## src/rtl/aquila_config_pkg.sv

```systemverilog
// Shared Aquila configuration: SBA bridge state encoding and default device timeout.
package aquila_config_pkg;

  typedef enum logic [1:0] {
    IDLE      = 2'd0,
    CORE_XFER = 2'd1,
    DM_XFER   = 2'd2
  } sba_state_e;

  localparam int unsigned SBA_TIMEOUT_CYCLES = 1024;

endpackage

```

## src/rtl/dm_sba_arbiter.sv

```systemverilog
// Two-way round-robin arbiter between the core port and the debug-module SBA port.
module dm_sba_arbiter (
  input  logic clk_i,
  input  logic rst_ni,
  input  logic en_i,
  input  logic req_core_i,
  input  logic req_dm_i,
  output logic gnt_core_o,
  output logic gnt_dm_o
);

  // Reset to "DM granted last" so the core wins the first tie.
  logic last_dm_q, last_dm_d;

  always_comb begin
    gnt_core_o = 1'b0;
    gnt_dm_o   = 1'b0;
    last_dm_d  = last_dm_q;
    if (en_i) begin
      if (req_core_i && (!req_dm_i || last_dm_q)) begin
        gnt_core_o = 1'b1;
        last_dm_d  = 1'b0;
      end else if (req_dm_i) begin
        gnt_dm_o  = 1'b1;
        last_dm_d = 1'b1;
      end
    end
  end

  always_ff @(posedge clk_i or negedge rst_ni) begin
    if (!rst_ni) last_dm_q <= 1'b1;
    else         last_dm_q <= last_dm_d;
  end

endmodule

```

## src/rtl/dm_sba_bridge.sv

```systemverilog
// Shares one device bus between the Aquila core port and the debug-module SBA port,
// one transaction at a time, with a per-transaction ready timeout.
module dm_sba_bridge
  import aquila_config_pkg::*;
#(
  parameter int unsigned XLEN           = 32,
  parameter int unsigned TIMEOUT_CYCLES = SBA_TIMEOUT_CYCLES
) (
  input  logic              clk_i,
  input  logic              rst_ni,
  input  logic              core_strobe_i,
  input  logic [XLEN-1:0]   core_addr_i,
  input  logic              core_we_i,
  input  logic [XLEN/8-1:0] core_be_i,
  input  logic [XLEN-1:0]   core_wdata_i,
  output logic              core_ready_o,
  output logic [XLEN-1:0]   core_rdata_o,
  input  logic              dm_req_i,
  input  logic [XLEN-1:0]   dm_addr_i,
  input  logic              dm_we_i,
  input  logic [XLEN/8-1:0] dm_be_i,
  input  logic [XLEN-1:0]   dm_wdata_i,
  output logic              dm_gnt_o,
  output logic              dm_r_valid_o,
  output logic              dm_r_err_o,
  output logic [XLEN-1:0]   dm_r_rdata_o,
  output logic              dev_strobe_o,
  output logic [XLEN-1:0]   dev_addr_o,
  output logic              dev_we_o,
  output logic [XLEN/8-1:0] dev_be_o,
  output logic [XLEN-1:0]   dev_wdata_o,
  input  logic              dev_ready_i,
  input  logic [XLEN-1:0]   dev_rdata_i
);

  localparam int unsigned BW = XLEN / 8;
  localparam int unsigned CW = $clog2(TIMEOUT_CYCLES + 1);

  typedef struct packed {
    logic [XLEN-1:0] addr;
    logic            we;
    logic [BW-1:0]   be;
    logic [XLEN-1:0] wdata;
  } bus_req_t;

  sba_state_e      state_q, state_d;
  logic            core_pend_q, core_pend_d;
  bus_req_t        core_req_q, core_req_d;
  bus_req_t        dev_req_q, dev_req_d;
  logic            strobe_q, strobe_d;
  logic [CW-1:0]   cnt_q, cnt_d;
  logic            core_ready_q, core_ready_d;
  logic [XLEN-1:0] core_rdata_q, core_rdata_d;
  logic            dm_valid_q, dm_valid_d;
  logic            dm_err_q, dm_err_d;
  logic [XLEN-1:0] dm_rdata_q, dm_rdata_d;
  logic            done;
  logic            arb_en, gnt_core, gnt_dm;
  bus_req_t        core_live, core_sel, dm_live;

  assign core_live = '{addr: core_addr_i, we: core_we_i, be: core_be_i, wdata: core_wdata_i};
  assign dm_live   = '{addr: dm_addr_i, we: dm_we_i, be: dm_be_i, wdata: dm_wdata_i};
  assign core_sel  = core_pend_q ? core_req_q : core_live;

  // Gating with rst_ni keeps the combinational grant low while reset is held.
  assign arb_en = rst_ni && (state_q == IDLE);

  dm_sba_arbiter u_arb (
    .clk_i      (clk_i),
    .rst_ni     (rst_ni),
    .en_i       (arb_en),
    .req_core_i (core_pend_q | core_strobe_i),
    .req_dm_i   (dm_req_i),
    .gnt_core_o (gnt_core),
    .gnt_dm_o   (gnt_dm)
  );

  always_comb begin
    state_d      = state_q;
    core_pend_d  = core_pend_q;
    core_req_d   = core_req_q;
    dev_req_d    = dev_req_q;
    strobe_d     = 1'b0;
    cnt_d        = cnt_q;
    core_ready_d = 1'b0;
    core_rdata_d = '0;
    dm_valid_d   = 1'b0;
    dm_err_d     = 1'b0;
    dm_rdata_d   = '0;
    done         = 1'b0;

    // A strobe while one is already pending, or while the core owns the bus, is lost.
    if (core_strobe_i && !core_pend_q && (state_q != CORE_XFER)) begin
      core_pend_d = 1'b1;
      core_req_d  = core_live;
    end

    case (state_q)
      IDLE: begin
        if (gnt_core) begin
          core_pend_d = 1'b0;
          dev_req_d   = core_sel;
          strobe_d    = 1'b1;
          cnt_d       = '0;
          state_d     = CORE_XFER;
        end else if (gnt_dm) begin
          dev_req_d = dm_live;
          strobe_d  = 1'b1;
          cnt_d     = '0;
          state_d   = DM_XFER;
        end
      end
      CORE_XFER, DM_XFER: begin
        // Ready on the expiry cycle still counts as a normal completion.
        done = dev_ready_i || (cnt_q == CW'(TIMEOUT_CYCLES));
        if (done) begin
          state_d = IDLE;
          if (state_q == CORE_XFER) begin
            core_ready_d = 1'b1;
            core_rdata_d = dev_ready_i ? dev_rdata_i : '0;
          end else begin
            dm_valid_d = 1'b1;
            dm_err_d   = !dev_ready_i;
            dm_rdata_d = dev_ready_i ? dev_rdata_i : '0;
          end
        end else begin
          cnt_d = cnt_q + 1'b1;
        end
      end
      default: state_d = IDLE;
    endcase
  end

  always_ff @(posedge clk_i or negedge rst_ni) begin
    if (!rst_ni) begin
      state_q      <= IDLE;
      core_pend_q  <= 1'b0;
      core_req_q   <= '0;
      dev_req_q    <= '0;
      strobe_q     <= 1'b0;
      cnt_q        <= '0;
      core_ready_q <= 1'b0;
      core_rdata_q <= '0;
      dm_valid_q   <= 1'b0;
      dm_err_q     <= 1'b0;
      dm_rdata_q   <= '0;
    end else begin
      state_q      <= state_d;
      core_pend_q  <= core_pend_d;
      core_req_q   <= core_req_d;
      dev_req_q    <= dev_req_d;
      strobe_q     <= strobe_d;
      cnt_q        <= cnt_d;
      core_ready_q <= core_ready_d;
      core_rdata_q <= core_rdata_d;
      dm_valid_q   <= dm_valid_d;
      dm_err_q     <= dm_err_d;
      dm_rdata_q   <= dm_rdata_d;
    end
  end

  assign dm_gnt_o     = gnt_dm;
  assign dev_strobe_o = strobe_q;
  assign dev_addr_o   = dev_req_q.addr;
  assign dev_we_o     = dev_req_q.we;
  assign dev_be_o     = dev_req_q.be;
  assign dev_wdata_o  = dev_req_q.wdata;
  assign core_ready_o = core_ready_q;
  assign core_rdata_o = core_rdata_q;
  assign dm_r_valid_o = dm_valid_q;
  assign dm_r_err_o   = dm_err_q;
  assign dm_r_rdata_o = dm_rdata_q;

endmodule

```

## config.mk

```make
export PLATFORM = sky130hd
export DESIGN_NAME = dm_sba_bridge
export DESIGN_NICKNAME = d
export VERILOG_FILES = /design/src/rtl/aquila_config_pkg.sv /design/src/rtl/dm_sba_arbiter.sv /design/src/rtl/dm_sba_bridge.sv
export SDC_FILE = /design/constraint.sdc
export NUM_CORES = 1
export LEC_CHECK = 0
export ABC_AREA = 0
export CELL_PAD_IN_SITES_DETAIL_PLACEMENT = 0
export CELL_PAD_IN_SITES_GLOBAL_PLACEMENT = 2
export CORE_UTILIZATION = 29
export CTS_BUF_LIST = sky130_fd_sc_hd__clkbuf_2 sky130_fd_sc_hd__clkbuf_4 sky130_fd_sc_hd__clkbuf_8
export DETAILED_ROUTE_END_ITERATION = 6
export PLACE_DENSITY = 0.94
export SETUP_SLACK_MARGIN = 0.1
export SYNTH_ARGS = -nofsm -noshare
export SYNTH_HDL_FRONTEND = slang
export SYNTH_SLANG_ARGS = --single-unit
```

## constraint.sdc

```tcl
create_clock -name clk_i -period 2.5 [get_ports clk_i]
set_input_delay 0.5 -clock clk_i [delete_from_list [all_inputs] [get_ports clk_i]]
set_output_delay 0.5 -clock clk_i [all_outputs]
set_load 0.1 [all_outputs]
```

==> results.json <==
{
  "outcome": "finished clean",
  "synthAdderAreaFrac": 0.00527,
  "cp.required_ns": 2.00,
  "grt_max_degree": 139,
  "drc": 0,
  "ys_types": 43,
  "worstHoldStart": "dev_addr_o[5]",
  "vias_per_cell": 4.71,
  "drv_cap": 0,
  "layoutNonFillerInstCount": 1652,
  "r2r_start": "state_q[1]",
  "powerDensity_mw_per_mm2": 1470,
  "antenna_found_initial": 1,
  "layout-drive-gt1-share": 0.298,
  "synth_compound_area_frac": 0.123,
  "finClkSkew_ns": 0.0216,
  "rows": 65,
  "totalWireLength_mm": 28.3,
  "p_leak_nw": 6.10,
  "synth_simple_gate_area_frac": 0.139,
  "min_path_cells": 2,
  "placed_cells": 1578,
  "yosysSeqAreaShare": 0.582,
  "cts.htree.levels": 2,
  "fin_crit_ns": 2.29,
  "grt-ovfl-total": 0,
  "die_h_um": 183,
  "finalCritPeriodShare": 0.915,
  "ys_ff_latch": 221,
  "nFillCells": 3078,
  "worstMarginPinSlew_ns": 0.926,
  "crit_type": "flop to output port",
  "netlist_area_mm2": 0.00950,
  "layout_setup_ws_ns": 0.213,
  "core_mm2": 0.0319,
  "postPlaceCellArea_mm2": 0.0129,
  "slew_viol_final": 0,
  "syn_inst": 862,
  "clk_latency_ns": 0.53,
  "irDropWorstVdd_v": 0.000836,
  "syn-num-nets": 1041,
  "hpwlAfterDp_mm": 19.4,
  "ant_nets": 0,
  "area_growth_syn_to_layout_pct": 45.5,
  "cts_sinks": 221,
  "cts_buffer_depth": 3,
  "diodes": 0,
  "grt_pass1_vias": 8235,
  "vias": 7785,
  "cts_tree": "done",
  "synth.mux.area_fraction": 0.115,
  "final_hold_viol_count": 0,
  "reg2regPathDepth": 6,
  "dr.pass1.iters": 4,
  "finalSetupViolations": 0,
  "grt_pass1_wl_mm": 44.9,
  "synthTopCellsByArea": "dfrtp_1, mux2_2, nor2_1, nand2_1, o31ai_1",
  "synth_top_area_cell": "dfrtp_1",
  "setup_tns_ns": 0,
  "start_kind": "flop",
  "cp-startpoint": "core_pend_q",
  "grt.total_usage": 0.170,
  "fin_nets": 1368,
  "hold_path.class": "flop to flop",
  "floorplan.initialDensity": 0.298,
  "synth_top_family_by_area": "simple AND/OR/NAND/NOR gates",
  "post_drt_wl_per_cell_um": 17.1,
  "io_pins": 313,
  "synth_xor_area_frac": 0,
  "postLayoutCellArea_mm2": 0.0138,
  "syn_area_per_cell_um2": 11.0,
  "clockRootBuffer": "clkbuf_8",
  "cp-end-kind": "output port",
  "rsz0062_at_grt": "false",
  "portBuffers": 312,
  "r2r_setup_slack_ns": 0.38,
  "die-width_um": 183,
  "yosys_warnings": 0,
  "place_congestion": 0.765,
  "dpl_worst_slack_ns": 0.0527,
  "crit_arrival_ns": 1.79,
  "crit_fanout": 3,
  "numCtsBuffers": 42,
  "drtIter0Drc": 329,
  "fp.dieArea_mm2": 0.0335,
  "max_slew_margin": 0.383,
  "clk_pin_slew_ns": 0.05,
  "synth_top_area_share": 0.580,
  "fmax_mhz": 437
}
per-stage QoR:
step / utilization / power (mW) / hold WS [ns]
floorplan: - / 13.9 / 0.204
global placement: 0.405 / 16.6 / 0.325
detailed placement: 0.405 / 16.7 / 0.326
CTS: 0.433 / 20.6 / 0.461
global route: 0.433 / 21.4 / 0.474
finish: 0.433 / 20.3 / 0.474
layout make-up:
class / instances / area, um2 / area share
Tap cell: 435 / 544 / 0.0394
Clock buffer: 67 / 841 / 0.0609
Timing Repair Buffer: 347 / 3140 / 0.227
Sequential cell: 221 / 5540 / 0.401
Clock inverter: 5 / 50.0 / 0.00362
Inverter: 9 / 33.8 / 0.00245
Multi-Input combinational cell: 568 / 3670 / 0.266
power breakdown:
group / internal, mW / leakage (nW) / switching (mW)
clock network: 2.22 / 0.478 / 1.51
registers: 4.93 / 2.79 / 0.678
logic: 3.02 / 2.84 / 7.99
metal layers:
layer | track usage | vias to the layer above | part of all wire
li1 | - | 3660 | -
met1 | 0.208 | 3732 | 0.42
met2 | 0.273 | 336 | 0.46
met3 | 0.0639 | 55 | 0.098
met4 | 0.0620 | 2 | 0.027
met5 | 0 | - | 0.00046
worst paths after layout:
check | to
max | dm_gnt_o
min | dev_addr_o[5]
max reg2reg | dev_addr_o[31]
min reg2reg | dev_addr_o[5]
max in group asynchronous | core_req_q[45]
min in group asynchronous | cnt_q[7]
repair_timing:
item,CTS,global route
pin swaps,0,1
cloned,0,0
hold endpoints to repair,14,0
endpoints found under the setup margin,1,2
resized for setup,0,4
hold buffers,1,0
setup buffers,1,0
flip-flops by register name (all words and copies together) (netlist names), 2 cells and up:
signal and count:
cnt_q 11, state_q 2, dev_addr_o 32, core_req_q 69
core_rdata_o 32, dm_r_rdata_o 32, dev_be_o 4, dev_wdata_o 32
cells in the mapped netlist (all sizes together):
cell	count
dfrtp	220
nor2	116
nand2	115
mux2	96
o31ai	44
a211oi	43
buf	43
nor2b	43
o21ai	33
o22ai	26
clkbuf	21
inv	9
o22a	7
nor3	6
nand3	5
ha	4
nor4	4
nor3b	3
a221o	2
a31oi	2
and2	2
and3	2
nand2b	2
a21o	1
a22o	1
a311oi	1
a31o	1
dfstp	1
mux2i	1
nand4	1
nor4bb	1
o21a	1
o311ai	1
o31a	1
o32ai	1
or2	1
or4	1
kinds of logic after synthesis:
logic type	Yosys count
AO/OA/AOI/OAI	165
adder cells (fa/ha/maj)	4
buffers and inverters	73
flip-flops	221
multiplexers	97
AND/OR/NAND/NOR	302
critical path, cell delays in order, from the launching register on:
cell and delay (ns):
dfrtp_4 0.47, or2_2 0.32, and2_1 0.18, nor2_4 0.12, buf_12 0.18
layout by cell type (no fill, tap or decap), types with 2 or more instances in the layout:
cell	count
mux2_2	96
buf_4	164
nand2_1	114
nand3_1	3
a31oi_1	2
clkbuf_4	13
nand2b_1	2
clkdlybuf4s50_1	173
inv_1	9
ha_1	3
o22a_2	7
o31ai_1	44
o21ai_0	32
clkbuf_8	54
o22ai_1	26
nor2b_1	43
clkinv_2	4
dfrtp_1	219
a211oi_1	43
nor4_1	4
nor2_1	115
buf_12	7
nor3b_1	2
nor3_1	6
No activity file was read; power rests on OpenSTA's default activity.
